$ cat config.mk
export PLATFORM = sky130hd
export DESIGN_NAME = cv32e40s_sequencer_flat
export DESIGN_NICKNAME = d
export VERILOG_FILES = /design/src/rtl/cv32e40s_pkg.sv /design/src/rtl/cv32e40s_sequencer_if.sv /design/src/rtl/cv32e40s_zcmp_decode.sv /design/src/rtl/cv32e40s_sequencer.sv /design/src/flat_wrapper.sv
export SDC_FILE = /design/constraint.sdc
export NUM_CORES = 1
export LEC_CHECK = 0
export ABC_AREA = 1
export BUFFER_PORTS_ARGS = -buffer_cell sky130_fd_sc_hd__buf_2
export CORE_ASPECT_RATIO = 1.5
export CORE_MARGIN = 1.5
export CORE_UTILIZATION = 50
export DETAILED_ROUTE_END_ITERATION = 8
export PLACE_DENSITY = 0.76
export SYNTH_ARGS = -nofsm -noshare
export SYNTH_HDL_FRONTEND = slang
export SYNTH_SLANG_ARGS = --single-unit
$ cat constraint.sdc
create_clock -name clk -period 7.1 [get_ports clk]
set_input_delay 1.42 -clock clk [delete_from_list [all_inputs] [get_ports clk]]
set_output_delay 1.42 -clock clk [all_outputs]
set_load 0.05 [all_outputs]
$ cat src/rtl/cv32e40s_pkg.sv
// Shared types, constants and RV32I encoding helpers for the Zcmp sequencer.
// No ports; imported by the interface, decoder and sequencer top.
package cv32e40s_pkg;

    localparam int unsigned INSTR_W = 32;
    localparam int unsigned CNT_W   = 4;
    localparam int unsigned REG_W   = 5;
    localparam int unsigned IMM_W   = 12;

    localparam logic [6:0] OPCODE_STORE = 7'h23;
    localparam logic [6:0] OPCODE_LOAD  = 7'h03;
    localparam logic [6:0] OPCODE_OPIMM = 7'h13;
    localparam logic [6:0] OPCODE_JALR  = 7'h67;

    localparam logic [REG_W-1:0] REG_ZERO = 5'd0;
    localparam logic [REG_W-1:0] REG_RA   = 5'd1;
    localparam logic [REG_W-1:0] REG_SP   = 5'd2;
    localparam logic [REG_W-1:0] REG_A0   = 5'd10;
    localparam logic [REG_W-1:0] REG_A1   = 5'd11;

    typedef enum logic [2:0] {PUSH, POP, POPRET, POPRETZ, MVSA01, MVA01S} seq_instr_e;

    typedef enum logic {IDLE, SEQ} seq_state_e;

    // Decoded view of a Zcmp instruction
    typedef struct packed {
        logic              legal;
        seq_instr_e        kind;
        logic [CNT_W-1:0]  n;         // registers in rlist
        logic [CNT_W-1:0]  last_idx;  // index of the final micro-op
        logic [IMM_W-1:0]  adj;       // stack adjustment in bytes
        logic [REG_W-1:0]  r1s;
        logic [REG_W-1:0]  r2s;
    } zcmp_info_t;

    // s-register field map: r'0,1 -> x8,x9; r'2..7 -> x18..x23
    function automatic logic [REG_W-1:0] sreg_map(input logic [2:0] rs);
        return (rs < 3'd2) ? {2'b01, rs} : (5'd16 + {2'b00, rs});
    endfunction

    // rlist position j (0 = ra, 1 = s0, 2 = s1, 3.. = s2..s11) to register number
    function automatic logic [REG_W-1:0] rlist_reg(input logic [CNT_W-1:0] j);
        if (j == 4'd0)      return REG_RA;
        else if (j == 4'd1) return 5'd8;
        else if (j == 4'd2) return 5'd9;
        else                return 5'd15 + {1'b0, j};
    endfunction

    function automatic logic [INSTR_W-1:0] enc_store(input logic [REG_W-1:0] rs2,
                                                     input logic [REG_W-1:0] rs1,
                                                     input logic [IMM_W-1:0] imm);
        return {imm[11:5], rs2, rs1, 3'b010, imm[4:0], OPCODE_STORE};
    endfunction

    function automatic logic [INSTR_W-1:0] enc_load(input logic [REG_W-1:0] rd,
                                                    input logic [REG_W-1:0] rs1,
                                                    input logic [IMM_W-1:0] imm);
        return {imm, rs1, 3'b010, rd, OPCODE_LOAD};
    endfunction

    function automatic logic [INSTR_W-1:0] enc_addi(input logic [REG_W-1:0] rd,
                                                    input logic [REG_W-1:0] rs1,
                                                    input logic [IMM_W-1:0] imm);
        return {imm, rs1, 3'b000, rd, OPCODE_OPIMM};
    endfunction

    function automatic logic [INSTR_W-1:0] enc_jalr(input logic [REG_W-1:0] rd,
                                                    input logic [REG_W-1:0] rs1,
                                                    input logic [IMM_W-1:0] imm);
        return {imm, rs1, 3'b000, rd, OPCODE_JALR};
    endfunction

endpackage

$ cat src/rtl/cv32e40s_sequencer_if.sv
// Instruction handshake between IF/ID register, sequencer and decoder.
// Upstream: instr_i, instr_is_compressed_i, valid_i -> ready_o.
// Downstream: instr_o, valid_o, seq_instr_o, seq_first_o, seq_last_o -> ready_i.
// slave = sequencer view, master = surrounding pipeline view.
interface cv32e40s_sequencer_if;
    import cv32e40s_pkg::*;

    logic [INSTR_W-1:0] instr_i;
    logic               instr_is_compressed_i;
    logic               valid_i;
    logic               ready_o;
    logic [INSTR_W-1:0] instr_o;
    logic               valid_o;
    logic               ready_i;
    logic               seq_instr_o;
    logic               seq_first_o;
    logic               seq_last_o;

    modport slave (
        input  instr_i, instr_is_compressed_i, valid_i, ready_i,
        output ready_o, instr_o, valid_o, seq_instr_o, seq_first_o, seq_last_o
    );

    modport master (
        output instr_i, instr_is_compressed_i, valid_i, ready_i,
        input  ready_o, instr_o, valid_o, seq_instr_o, seq_first_o, seq_last_o
    );

endinterface

$ cat src/rtl/cv32e40s_zcmp_decode.sv
// Combinational Zcmp classifier: type, register count, stack adjustment,
// final micro-op index and legality from a 16-bit encoding.
// Ports: instr (16-bit encoding), compressed (encoding is 16-bit), info (decoded result).
module cv32e40s_zcmp_decode
    import cv32e40s_pkg::*;
(
    input  logic [15:0] instr,
    input  logic        compressed,
    output zcmp_info_t  info
);

    logic       is_cm;
    logic       is_pp;
    logic       is_mv;
    logic [3:0] rlist;
    logic [1:0] spimm;
    logic [4:0] n_plus3;
    logic [2:0] blocks;

    always_comb begin
        info.legal    = 1'b0;
        info.kind     = PUSH;
        info.n        = '0;
        info.last_idx = '0;
        info.adj      = '0;
        is_pp         = 1'b0;
        is_mv         = 1'b0;
        rlist         = instr[7:4];
        spimm         = instr[3:2];
        is_cm         = compressed && (instr[15:13] == 3'b101) && (instr[1:0] == 2'b10);

        case (instr[12:8])
            5'b11000: begin is_pp = 1'b1; info.kind = PUSH;    end
            5'b11010: begin is_pp = 1'b1; info.kind = POP;     end
            5'b11100: begin is_pp = 1'b1; info.kind = POPRETZ; end
            5'b11110: begin is_pp = 1'b1; info.kind = POPRET;  end
            default: ;
        endcase

        if (instr[12:10] == 3'b011) begin
            if (instr[6:5] == 2'b01) begin
                is_mv     = 1'b1;
                info.kind = MVSA01;
            end else if (instr[6:5] == 2'b11) begin
                is_mv     = 1'b1;
                info.kind = MVA01S;
            end
        end

        // rlist 15 skips s10 alone, so it maps to 13 registers
        info.n = (rlist == 4'd15) ? 4'd13 : (rlist - 4'd3);

        // 16-byte aligned save area plus spimm extra blocks
        n_plus3  = {1'b0, info.n} + 5'd3;
        blocks   = 3'(n_plus3 >> 2) + {1'b0, spimm};
        info.adj = IMM_W'({blocks, 4'b0000});

        case (info.kind)
            PUSH, POP: info.last_idx = info.n;
            POPRET:    info.last_idx = info.n + 4'd1;
            POPRETZ:   info.last_idx = info.n + 4'd2;
            default:   info.last_idx = 4'd1;
        endcase

        info.legal = is_cm && ((is_pp && (rlist >= 4'd4)) ||
                               (is_mv && (instr[9:7] != instr[4:2])));
    end

    assign info.r1s = sreg_map(instr[9:7]);
    assign info.r2s = sreg_map(instr[4:2]);

endmodule

$ cat src/rtl/cv32e40s_sequencer.sv
// Zcmp micro-op sequencer between IF/ID and the decoder. Ordinary instructions
// pass through; legal push/pop/move forms are expanded into RV32I micro-ops.
// Ports: clk, rst (async, active-high), halt_i (freeze outputs/state),
// kill_i (abort to IDLE), bus (slave side of cv32e40s_sequencer_if).
module cv32e40s_sequencer
    import cv32e40s_pkg::*;
#(
    parameter bit ZC_EXT = 1'b1
) (
    input  logic                clk,
    input  logic                rst,
    input  logic                halt_i,
    input  logic                kill_i,
    cv32e40s_sequencer_if.slave bus
);

    zcmp_info_t         info;
    seq_state_e         state_q, state_d;
    logic [CNT_W-1:0]   count_q, count_d;
    logic               is_zcmp;
    logic               seq_mode;
    logic               is_last;
    logic               handshake;
    logic               valid;
    logic               ready;
    logic [INSTR_W-1:0] uop;
    logic [IMM_W-1:0]   mem_off;
    logic [CNT_W-1:0]   k_rel;
    logic [CNT_W-1:0]   list_idx;

    cv32e40s_zcmp_decode u_decode (
        .instr      (bus.instr_i[15:0]),
        .compressed (bus.instr_is_compressed_i),
        .info       (info)
    );

    assign is_zcmp = ZC_EXT && info.legal;

    // Micro-op for the current count; registers are visited highest-numbered first
    always_comb begin
        uop      = '0;
        mem_off  = IMM_W'({count_q, 2'b00}) + IMM_W'(4);
        k_rel    = count_q - info.n;
        list_idx = info.n - count_q - CNT_W'(1);
        case (info.kind)
            MVSA01: uop = (count_q == '0) ? enc_addi(info.r1s, REG_A0, '0)
                                          : enc_addi(info.r2s, REG_A1, '0);
            MVA01S: uop = (count_q == '0) ? enc_addi(REG_A0, info.r1s, '0)
                                          : enc_addi(REG_A1, info.r2s, '0);
            default: begin
                if (count_q < info.n) begin
                    if (info.kind == PUSH)
                        uop = enc_store(rlist_reg(list_idx), REG_SP, IMM_W'(0) - mem_off);
                    else
                        uop = enc_load(rlist_reg(list_idx), REG_SP, info.adj - mem_off);
                end else if (k_rel == '0) begin
                    uop = enc_addi(REG_SP, REG_SP,
                                   (info.kind == PUSH) ? (IMM_W'(0) - info.adj) : info.adj);
                end else if ((k_rel == CNT_W'(1)) && (info.kind == POPRETZ)) begin
                    uop = enc_addi(REG_A0, REG_ZERO, '0);
                end else begin
                    uop = enc_jalr(REG_ZERO, REG_RA, '0);
                end
            end
        endcase
    end

    // State and micro-op counter
    always_ff @(posedge clk or posedge rst) begin
        if (rst) begin
            state_q <= IDLE;
            count_q <= '0;
        end else begin
            state_q <= state_d;
            count_q <= count_d;
        end
    end

    // Next state and handshake outputs
    always_comb begin
        state_d   = state_q;
        count_d   = count_q;
        seq_mode  = (state_q == SEQ) || (is_zcmp && bus.valid_i);
        valid     = bus.valid_i && !halt_i;
        handshake = valid && bus.ready_i;
        is_last   = seq_mode && (count_q == info.last_idx);
        ready     = seq_mode ? (handshake && is_last) : (bus.ready_i && !halt_i);

        if (kill_i) begin
            // kill wins over halt and any handshake in the same cycle
            ready   = 1'b1;
            state_d = IDLE;
            count_d = '0;
        end else if (seq_mode && handshake) begin
            if (is_last) begin
                state_d = IDLE;
                count_d = '0;
            end else begin
                state_d = SEQ;
                count_d = count_q + CNT_W'(1);
            end
        end
    end

    assign bus.instr_o     = seq_mode ? uop : bus.instr_i;
    assign bus.valid_o     = valid;
    assign bus.ready_o     = ready;
    assign bus.seq_instr_o = seq_mode;
    assign bus.seq_first_o = seq_mode && (count_q == '0);
    assign bus.seq_last_o  = is_last;

endmodule
$ cat src/flat_wrapper.sv
// flat-port wrapper written by rule: the top's interface ports become plain ports
module cv32e40s_sequencer_flat import cv32e40s_pkg::*;
#(
    parameter bit ZC_EXT = 1'b1
)
  (clk, rst, halt_i, kill_i, bus_instr_i, bus_instr_is_compressed_i, bus_valid_i, bus_ready_i, bus_ready_o, bus_instr_o, bus_valid_o, bus_seq_instr_o, bus_seq_first_o, bus_seq_last_o);
  cv32e40s_sequencer_if bus_i ();
  input  logic clk;
  input  logic rst;
  input  logic halt_i;
  input  logic kill_i;
  input wire logic [$bits(bus_i.instr_i)-1:0] bus_instr_i;
  input wire logic [$bits(bus_i.instr_is_compressed_i)-1:0] bus_instr_is_compressed_i;
  input wire logic [$bits(bus_i.valid_i)-1:0] bus_valid_i;
  input wire logic [$bits(bus_i.ready_i)-1:0] bus_ready_i;
  output wire logic [$bits(bus_i.ready_o)-1:0] bus_ready_o;
  output wire logic [$bits(bus_i.instr_o)-1:0] bus_instr_o;
  output wire logic [$bits(bus_i.valid_o)-1:0] bus_valid_o;
  output wire logic [$bits(bus_i.seq_instr_o)-1:0] bus_seq_instr_o;
  output wire logic [$bits(bus_i.seq_first_o)-1:0] bus_seq_first_o;
  output wire logic [$bits(bus_i.seq_last_o)-1:0] bus_seq_last_o;
  assign bus_i.instr_i = bus_instr_i;
  assign bus_i.instr_is_compressed_i = bus_instr_is_compressed_i;
  assign bus_i.valid_i = bus_valid_i;
  assign bus_i.ready_i = bus_ready_i;
  assign bus_ready_o = bus_i.ready_o;
  assign bus_instr_o = bus_i.instr_o;
  assign bus_valid_o = bus_i.valid_o;
  assign bus_seq_instr_o = bus_i.seq_instr_o;
  assign bus_seq_first_o = bus_i.seq_first_o;
  assign bus_seq_last_o = bus_i.seq_last_o;
  cv32e40s_sequencer #(.ZC_EXT(ZC_EXT)) u_core (.clk(clk), .rst(rst), .halt_i(halt_i), .kill_i(kill_i), .bus(bus_i));
endmodule
==> impl_results.md, run 1 <==
- 1st-iter DRT viols: 222
- Worst vdd ir: 0.0834 mV
- Crit Path Class: primary input to primary output
- RSZ-0062 raised after global routing: false
- Design Area, Final: 0.00288 sq mm
- Post-route minimum period: 6.57 ns
- Worst-path clk slew: 0.03 ns
- Total negative setup slack: 0 ns
- Vias/cell: 5.18
- H-tree levels: 1
- Number of detailed-route iterations in the first pass: 4
- Final nets: 566
- Worst endpoint required time: 5.68 ns
- Area grow syn2layout: 17.6%
- Post-cts resize count: 0
- Routed wire length: 7320 um
- Synth unique cells: 43
- Clk_lat worst skew: 0.22 ns
- Share of layout cells above drive strength 1: 23.9%
- Mapped cell area: 0.00244 sq mm
- PortBufs: 75
- Sequential share of the synthesized area: 5.12%
- Final instance count without filler cells: 563
- Hold Path Class: flop to flop
- Largest net degree at the start of global routing: 28
- Asr flop ratio synth: 100%
- Layout Skew: 0.00131 ns
- CTS tree: built
- Fin. max-slew vios: 0
- DRC: 0
- Fin crit share: 92.5%
- Rows: 31
- Clk buf depth: 2
- Final ANT Viol Nets: 0
- Via count: 2917
- Lkg Pwr: 1.69 nW
- Sw Pwr: 167 uW
- Final Hold Fails: 0
- Seq cells post-synth: 5
- CP endpoint kind: primary output
- Fin Hold WS: 0.473 ns
- Peak Freq: 152 MHz
- Pwr dens: 107 mW/mm^2
- Placement Cell Area: 0.00283 sq mm
- Hold-fix buffers, CTS: 0
- Critical Path Fanout Max: 8
- Die span in x: 60.1 um
- Worst Setup Start Kind: primary input
- Internal power: 142 uW
- Outcome: finished, final reports clean
- Core Area: 0.00477 sq mm
- Sequential power share: 9.3%
- Gate power share: 74.1%
- Post-Syn Instances: 429
- Total CTS buffers: 3
- Post-CTS Repair Setup Buffers: 0
- Chip height: 88.6 um
- Switch share: 54.1%
- Post-synth EDFFs: 0
- Worst Max-Slew Pin Slew: 0.519 ns
- Post-DR wirelength/cell: 13.0 um
- Ys Warns: 0
- DP Wirelength: 6140 um
- Root Driver: clkbuf_8
- Arr. time, crit path: 5.15 ns
- # setup viols final: 0
- Die ar.: 0.00533 sq mm
- Clk pwr share: 16.6%
- Main synth FF type: dfrtp_1
- Maxcap violations: 0
- Worst relative slew slack: 65.3%
- Initial core utilization: 51.2%
- Antenna diodes: 0
- Vias in the first global route: 2681
- First-pass GRT wire length: 11800 um
- Initial antenna violation count: 0
- Tot GR Track Use: 28.5%
- Placed Cells: 559
- Routability congestion estimate: 0.916
- Clk sinks: 5
- Nets in the synthesized netlist: 497
- Syn avg cell area: 5.70 sq um
- Remaining global-route overflow: 0
- I/O pin cnt: 76
flip-flops by register name, summed over array words and instances (netlist names):
register / count
u_core.count_q: 4
u_core.state_q: 1
synthesized netlist by cell type (all sizes together), types with 3 or more instances:
| master | number | area share [%] |
|---|---|---|
| inv | 60 | 9.4 |
| buf | 10 | 2.8 |
| nand4 | 14 | 4.8 |
| o21ai | 16 | 3.4 |
| a21oi | 12 | 2.6 |
| nor3 | 3 | 0.61 |
| dfrtp | 5 | 5.1 |
| or2 | 5 | 1.3 |
| xnor2 | 4 | 1.4 |
| nand2 | 167 | 28 |
| xor2 | 6 | 2.1 |
| ha | 25 | 13 |
| nor2 | 30 | 5.5 |
| o211ai | 5 | 1.9 |
| fa | 4 | 3.3 |
| nand3 | 50 | 11 |
cells by family after synthesis:
kind of cell               share of synthesized area (%)
buffers and inverters                               12.5
adders and majority gates                           16.1
xor gates and xnor gates                            3.58
DFF                                                 5.12
and+or+nand+nor                                     52.0
AOI/OAI and AO/OA                                   10.6
placed cells by master (no fill, tap or decap), types with 6 or more instances in the layout:
cell type,netlist,final
a21oi_1,11,11
buf_2,7,75
ha_1,25,25
inv_1,52,52
inv_2,7,7
nand2_1,154,154
nand2_2,10,10
nand3_1,46,46
nand4_1,12,12
nor2_1,25,25
o21ai_0,11,11
xor2_1,6,6
worst max-delay path, cell delays in order:
cell	delay, ns
buf_2	0.17
ha_1	0.22
nand3_1	0.11
nand2_1	0.19
inv_1	0.09
ha_1	0.20
inv_1	0.08
nand2_1	0.07
nand2_1	0.07
inv_1	0.04
ha_1	0.18
fa_1	0.50
ha_1	0.34
inv_1	0.07
o21ai_0	0.24
inv_1	0.09
fa_1	0.45
nand2_1	0.07
o21ai_0	0.09
nand2_1	0.07
nand3_1	0.08
nand2_1	0.06
buf_2	0.25
power by group through the flow:
stage / Clock [mW] / Sequential [mW] / Combinational [mW]
detailed placement: 0 / 0.0290 / 0.227
finish: 0.0510 / 0.0287 / 0.229
floorplan: 0 / 0.0290 / 0.172
global route: 0.0554 / 0.0287 / 0.257
CTS: 0.0527 / 0.0287 / 0.227
global placement: 0 / 0.0290 / 0.222
stage by stage:
step	total power, mW	util [%]	worst slack (ns)
2_1_floorplan	0.201	-	1.02
6_report	0.308	60.3	0.531
3_5_place_dp	0.256	59.3	0.571
5_1_grt	0.341	60.3	0.200
3_3_place_gp	0.251	59.3	0.694
4_1_cts	0.309	60.3	0.584
routing by layer:
| layer | up-vias | part of all wire, % | global-route usage (%) |
|---|---|---|---|
| li1 | 1520 | - | - |
| met1 | 1286 | 40 | 33.5 |
| met5 | - | 0 | 0 |
| met2 | 102 | 52 | 53.7 |
| met3 | 9 | 5.6 | 1.46 |
| met4 | 0 | 2.2 | 8.48 |
cell type report:
type | instances | area (sq um)
Fill cell | 509 | 1900
Clock buffer | 4 | 45.0
Tap cell | 66 | 82.6
Inverter | 61 | 234
Multi-Input combinational cell | 352 | 2010
Timing Repair Buffer | 75 | 375
Sequential cell | 5 | 125
worst paths after layout:
path,start,end,slack (ns),cells past startpoint
max,bus_instr_i[4],bus_instr_o[26],0.53,23
min,u_core.state_q,u_core.state_q,0.47,2
max reg2reg,u_core.count_q[1],u_core.count_q[0],5.61,7
min reg2reg,u_core.state_q,u_core.state_q,0.47,2
max in group asynchronous,rst,u_core.count_q[2],5.85,2
min in group asynchronous,rst,u_core.count_q[3],1.09,2
(Power assumes the default switching activity.)
==> run 2, diff against run 1 <==
--- a/config.mk
+++ b/config.mk
@@ -5,13 +5,14 @@
 export SDC_FILE = /design/constraint.sdc
 export NUM_CORES = 1
 export LEC_CHECK = 0
-export ABC_AREA = 1
 export BUFFER_PORTS_ARGS = -buffer_cell sky130_fd_sc_hd__buf_2
 export CORE_ASPECT_RATIO = 1.5
 export CORE_MARGIN = 1.5
 export CORE_UTILIZATION = 50
+export CTS_BUF_LIST = sky130_fd_sc_hd__clkbuf_4
 export DETAILED_ROUTE_END_ITERATION = 8
 export PLACE_DENSITY = 0.76
+export RECOVER_POWER = 100
 export SYNTH_ARGS = -nofsm -noshare
 export SYNTH_HDL_FRONTEND = slang
 export SYNTH_SLANG_ARGS = --single-unit
==> impl_results.md, run 2 <==
- Initial core utilization: 52.7%
- Pwr dens: 108 mW/mm^2
- Final Hold Fails: 0
- Maxcap violations: 1
- Die span in x: 61.6 um
- Initial antenna violation count: 0
- Failing checks: capacitance limit, slew limit
- Vias/cell: 6.23
- Regs by FF count: u_core.count_q x4, u_core.state_q x1
- Most common cell after layout, fill and taps aside: buf_2
- Slowest-stage cell, CP: fa_1
- Share of the core filled with cells: 60.1%
- Root Driver: clkbuf_4
- Multi-input logic area: 0.00226 sq mm
- Post-synth top area share: 12.2%
- Fin crit share: 93.9%
- Worst relative slew slack: -42.4%
- Antenna diodes: 0
- Post-cts resize count: 0
- Lkg Pwr: 1.32 nW
- Crit Path Class: primary input to primary output
- Hold_sp: u_core.state_q
- Max reg flops: 4
- Crit path launch: bus_instr_i[4]
- Worst Max-Slew Pin Slew: 2.12 ns
- Final instance count without filler cells: 491
- Remaining global-route overflow: 0
- Worst-path clk slew: 0.05 ns
- Largest register by flop count: u_core.count_q
- Hold-fix buffers, CTS: 0
- PortBufs: 75
- Die ar.: 0.00560 sq mm
- Sequential share of the synthesized area: 4.86%
- Layout Skew: 0.00499 ns
- Pre-CTS setup slack: 0.450 ns
- Ys Warns: 0
- Core Area: 0.00489 sq mm
- Syn avg cell area: 7.03 sq um
- Outcome: finished with violations
- CTS tree: built
- Min setup slack post-route: 0.435 ns
- Chip height: 90.9 um
- Peak Freq: 150 MHz
- Seq cells post-synth: 5
- Number of detailed-route iterations in the first pass: 5
- Asr flop ratio synth: 100%
- Fin. max-slew vios: 18
- Clk_lat worst skew: 0.25 ns
- Placed Cells: 487
- Reg area: 125 sq um
- Worst Setup Start Kind: primary input
- First-pass GRT wire length: 12800 um
- Clk buf depth: 2
- Leading area contributor after synthesis: ha_1
- Nets in the synthesized netlist: 434
- Routability congestion estimate: 0.937
- Via count: 3059
- Share of layout cells above drive strength 1: 18.1%
- H-tree levels: 1
- 1st-iter DRT viols: 226
- RSZ-0062 raised after global routing: false
- Worst vdd ir: 0.0577 mV
- CP endpoint kind: primary output
- Worst path cell trace: buf_2, ha_1, xnor2_2, ha_1, a21oi_1, xnor2_1, fa_1, ha_1, a21oi_1, fa_1, a211oi_1, a21oi_1, o31ai_1, buf_2
- Total negative setup slack: 0 ns
- Rows: 31
- # setup viols final: 0
- Clk sinks: 5
- Worst r2r src: u_core.state_q
- Arr. time, crit path: 5.24 ns
- Commonest cells in the netlist: nand2_1, o21ai_0, ha_1, nor2_1, a21oi_1
- Area grow syn2layout: 14.0%
- Hold Path Class: flop to flop
- Total CTS buffers: 3
- Routed wire length: 8060 um
- Largest net degree at the start of global routing: 18
- Mapped cell area: 0.00257 sq mm
- Main synth FF type: dfrtp_1
- Count leader, synth: nand2_1
- Tot GR Track Use: 28.9%
- Commonest non-fill, non-tap cells in the layout: buf_2, nand2_1, o21ai_0, clkbuf_1, ha_1
- Critical Path Max Stage Delay: 0.50 ns
- Vias in the first global route: 2718
- Final nets: 494
- Area contributors post-synth: ha_1, nand2_1, o21ai_0, xnor2_1, dfrtp_1
- Final ANT Viol Nets: 0
- DRC: 0
- Worst endpoint required time: 5.68 ns
- DP Wirelength: 6520 um
- Post-Syn Instances: 366
- Synth unique cells: 74
- Post-route minimum period: 6.66 ns
- Post-CTS Repair Setup Buffers: 0
- Post-DR wirelength/cell: 16.4 um
- Critical Path Fanout Max: 14
- Post-synth EDFFs: 0
- I/O pin cnt: 76
- Fillers: 506
run 2: cell types whose count changed in the layout (fill, tap and decap cells not counted), sizes merged, moves of 7 or more:
cell / previous run / this run
a21o: 1 / 11
nand2: 167 / 41
clkbuf: 4 / 38
inv: 60 / 23
nand4: 14 / 1
xnor2: 4 / 17
a21oi: 12 / 23
nor2b: 0 / 7
o21ai: 16 / 30
nand3: 50 / 12
and2: 1 / 8
buf: 75 / 43
run 2: path summary, 6_finish.rpt:
kind	to	slack, ns	cells after the start
worst max register to register	u_core.count_q[0]	3.79	5
worst min register to register	u_core.state_q	0.72	2
worst max-delay path	bus_instr_o[26]	0.44	14
worst min-delay path	u_core.state_q	0.72	2
min in group asynchronous	u_core.state_q	1.05	2
max in group asynchronous	u_core.count_q[2]	5.89	2
run 2: stage by stage:
stage | hold slack [ns] | instance area [sq um] | power (mW)
after detailed placement | 0.727 | 2960 | 0.277
after global routing | 0.715 | 2940 | 0.346
after global placement | 0.713 | 2960 | 0.269
final | 0.718 | 2940 | 0.316
after CTS | 0.733 | 2990 | 0.315
after floorplan | 0.594 | 2570 | 0.219
run 2: cell families after synthesis:
logic type      count (synthesis)  share of synthesized area (%)
xor+xnor                       20                           7.39
compound gates                125                           34.7
mux                             4                           1.60
simple gates                  138                           29.0
flops                           5                           4.86
fa+ha+maj                      29                           15.3
buf+inv                        45                           7.24
run 2: metal layers:
metal / GRT usage [%] / vias to the layer above / part of all wire (%)
li1: - / 1461 / -
met1: 36.7 / 1407 / 38
met2: 48.9 / 162 / 50
met3: 3.01 / 29 / 7.7
met4: 9.57 / 0 / 4.0
met5: 0 / - / 0
run 2: worst max-delay path: cells and delay by family:
family | cells | cell delay (ns)
xor gates and xnor gates | 2 | 0.62
adders and majority gates | 5 | 1.94
AOI/OAI and AO/OA | 5 | 0.77
buffers and inverters | 2 | 0.48
run 2: area by class of cell:
cell class                 count  share of cell area (%)
multi-input combinational    316                    76.9
timing repair buffer          77                    12.1
sequential                     5                    4.26
inverter                      23                    2.94
tap                           66                    2.81
clock buffer                   4                    1.02
run 2: power by group:
part / switching, mW / internal [mW]
clock: 0.0135 / 0.0252
sequential: 0.00000900 / 0.0286
combinational: 0.159 / 0.0891
==> run 3, diff against run 2 <==
--- a/config.mk
+++ b/config.mk
@@ -7,12 +7,14 @@
 export LEC_CHECK = 0
 export BUFFER_PORTS_ARGS = -buffer_cell sky130_fd_sc_hd__buf_2
 export CORE_ASPECT_RATIO = 1.5
-export CORE_MARGIN = 1.5
+export CORE_MARGIN = 2
 export CORE_UTILIZATION = 50
 export CTS_BUF_LIST = sky130_fd_sc_hd__clkbuf_4
 export DETAILED_ROUTE_END_ITERATION = 8
-export PLACE_DENSITY = 0.76
+export PLACE_DENSITY = 0.75
 export RECOVER_POWER = 100
+export SLEW_MARGIN = 20
 export SYNTH_ARGS = -nofsm -noshare
 export SYNTH_HDL_FRONTEND = slang
+export SYNTH_HIERARCHICAL = 1
 export SYNTH_SLANG_ARGS = --single-unit
==> impl_results.md, run 3 <==
- Die span in x: 64.9 um
- Commonest cells in the netlist: nand2_1, a21oi_1, nor2_1, o21ai_0, inv_1
- Mapped cell area: 0.00278 sq mm
- Die ar.: 0.00618 sq mm
- Synth unique cells: 66
- XOR/XNOR Fraction of Synth Area: 10.6%
- Leading area contributor after synthesis: ha_1
- Multiplexer area fraction after synthesis: 2.93%
- First-pass GRT wire length: 13600 um
- Clk sinks: 5
- Post-synth top area share: 10.4%
- Antenna diodes: 0
- Area contributors post-synth: ha_1, nand2_1, xor2_1, a21oi_1, o21ai_0
- Worst relative slew slack: 39.1%
- Seq cells post-synth: 5
- Max reg flops: 4
- Peak Freq: 153 MHz
- Fin Hold WS: 0.541 ns
- Gate power share: 79.6%
- Main synth FF type: dfrtp_1
- Post-synth EDFFs: 0
- Post-synthesis compound-gate area fraction: 28.6%
- Number of detailed-route iterations in the first pass: 5
- Final instance count without filler cells: 532
- Post-route minimum period: 6.54 ns
- Placed Cells: 528
- Hold Path Class: flop to flop
- Vias in the first global route: 2992
- Power, Total: 312 uW
- DRC: 0
- Total negative setup slack: 0 ns
- Worst Setup Start Kind: primary input
- Main combinational cell family by area after synthesis: compound AO/OA/AOI/OAI gates
- Sw Pwr: 174 uW
- Remaining global-route overflow: 0
- Tot GR Track Use: 27.3%
- Routed wire length: 8320 um
- Fin crit share: 92.1%
- CP endpoint kind: primary output
- Outcome: finished, final reports clean
- Syn avg cell area: 6.81 sq um
- Worst-path clk slew: 0.04 ns
- Post-Syn Instances: 408
- Switch share: 55.8%
- Initial core utilization: 51.4%
- Chip height: 95.3 um
- Root Driver: clkbuf_4
- Post-cts resize count: 0
- Via count: 3176
- Commonest non-fill, non-tap cells in the layout: buf_2, nand2_1, clkbuf_1, o21ai_0, a21oi_1
- I/O pin cnt: 76
- Post-CTS Repair Setup Buffers: 0
- 1st-iter DRT viols: 283
- H-tree levels: 1
- RSZ-0062 raised after global routing: false
- Crit Path Class: primary input to primary output
- Fin. max-slew vios: 0
- Asr flop ratio synth: 100%
- Critical Path Fanout Max: 8
- Ys Warns: 6
- Core Area: 0.00541 sq mm
- Largest net degree at the start of global routing: 37
- Clk buf depth: 2
- Final nets: 529
- Sequential share of the synthesized area: 4.50%
- Area grow syn2layout: 10.3%
- Count leader, synth: nand2_1
- Worst Max-Slew Pin Slew: 0.909 ns
- Regs by FF count: u_core/count_q x4, u_core/state_q x1
- DP Wirelength: 6690 um
- Arr. time, crit path: 5.12 ns
- Initial antenna violation count: 0
- Final Hold Fails: 0
- Internal power: 138 uW
- Largest register by flop count: u_core/count_q
- Post-DR wirelength/cell: 15.6 um
- Vias/cell: 5.97
- PortBufs: 75
- Synth Area in Simple Gates: 28.3%
- Worst endpoint required time: 5.68 ns
- Rows: 33
- Lkg Pwr: 1.38 nW
- Sequential power share: 9.2%
- Worst vdd ir: 0.0712 mV
- Post-Synth Adder-Cell Area: 13.6%
- Pwr dens: 102 mW/mm^2
- Share of layout cells above drive strength 1: 14.3%
- Clk_lat worst skew: 0.23 ns
- Total CTS buffers: 3
- Clk pwr share: 11.3%
- Maxcap violations: 0
- Placement Cell Area: 0.00308 sq mm
- # setup viols final: 0
- Final ANT Viol Nets: 0
- Layout Skew: 0.000154 ns
- Routability congestion estimate: 0.913
- Hold-fix buffers, CTS: 0
- Design Area, Final: 0.00306 sq mm
- CTS tree: built
run 3: critical path: stages:
cell and delay [ns]:
buf_2 0.15, ha_1 0.24, xnor2_1 0.53, ha_1 0.31, a21oi_1 0.08, xnor2_1 0.15
fa_1 0.41, xor2_1 0.21, ha_1 0.32, inv_1 0.06, a211oi_1 0.49, nor4_1 0.10
o31ai_1 0.26, o211ai_1 0.13, clkbuf_2 0.25
run 3: path summary, 6_finish.rpt:
path                              startpoint  slack, ns  cells past startpoint                end
min in group asynchronous                rst       1.08                      2  u_core/count_q[2]
max reg2reg                u_core/count_q[2]       5.11                      6  u_core/count_q[3]
min reg2reg                   u_core/state_q       0.54                      2     u_core/state_q
min                           u_core/state_q       0.54                      2     u_core/state_q
max                           bus_instr_i[4]       0.56                     15    bus_instr_o[30]
max in group asynchronous                rst       5.85                      2  u_core/count_q[3]
run 3: final cells by class:
class	instances	area, sq um
inverters	25	93.8
clock buffers	4	30.0
multi-input cells	350	2370
flip-flops and latches	5	125
well taps	70	87.6
fillers	571	2350
repair buffers	78	360
run 3: cell families (layout without fill, tap and decap cells):
group,count (synthesis),after routing
and+or+nand+nor,153,153
other,1,9
buffers and inverters,61,107
xor gates and xnor gates,32,32
AOI/OAI and AO/OA,120,120
muxes,8,8
adders and majority gates,28,28
DFF,5,5
run 3: power by group through the flow:
stage	Clock, mW	Sequential [mW]	Combinational [mW]
3_3_place_gp	0	0.0290	0.242
6_report	0.0352	0.0286	0.248
5_1_grt	0.0374	0.0286	0.271
2_1_floorplan	0	0.0290	0.194
3_5_place_dp	0	0.0290	0.245
4_1_cts	0.0366	0.0286	0.246
run 3: routing by layer:
| metal | global-route usage [%] | wire length (um) | vias up |
|---|---|---|---|
| met5 | 0 | 0 | - |
| met4 | 11.2 | 341 | 0 |
| met3 | 1.30 | 496 | 28 |
| met2 | 50.8 | 4250 | 153 |
| met1 | 32.2 | 3240 | 1441 |
| li1 | - | - | 1554 |
run 3: metrics by stage:
stage               setup slack [ns]  utilization, %
CTS                            0.804            57.6
detailed placement             0.812            57.0
global placement               0.911            57.0
finish                         0.562            56.6
floorplan                      0.572               -
global route                   0.243            56.6
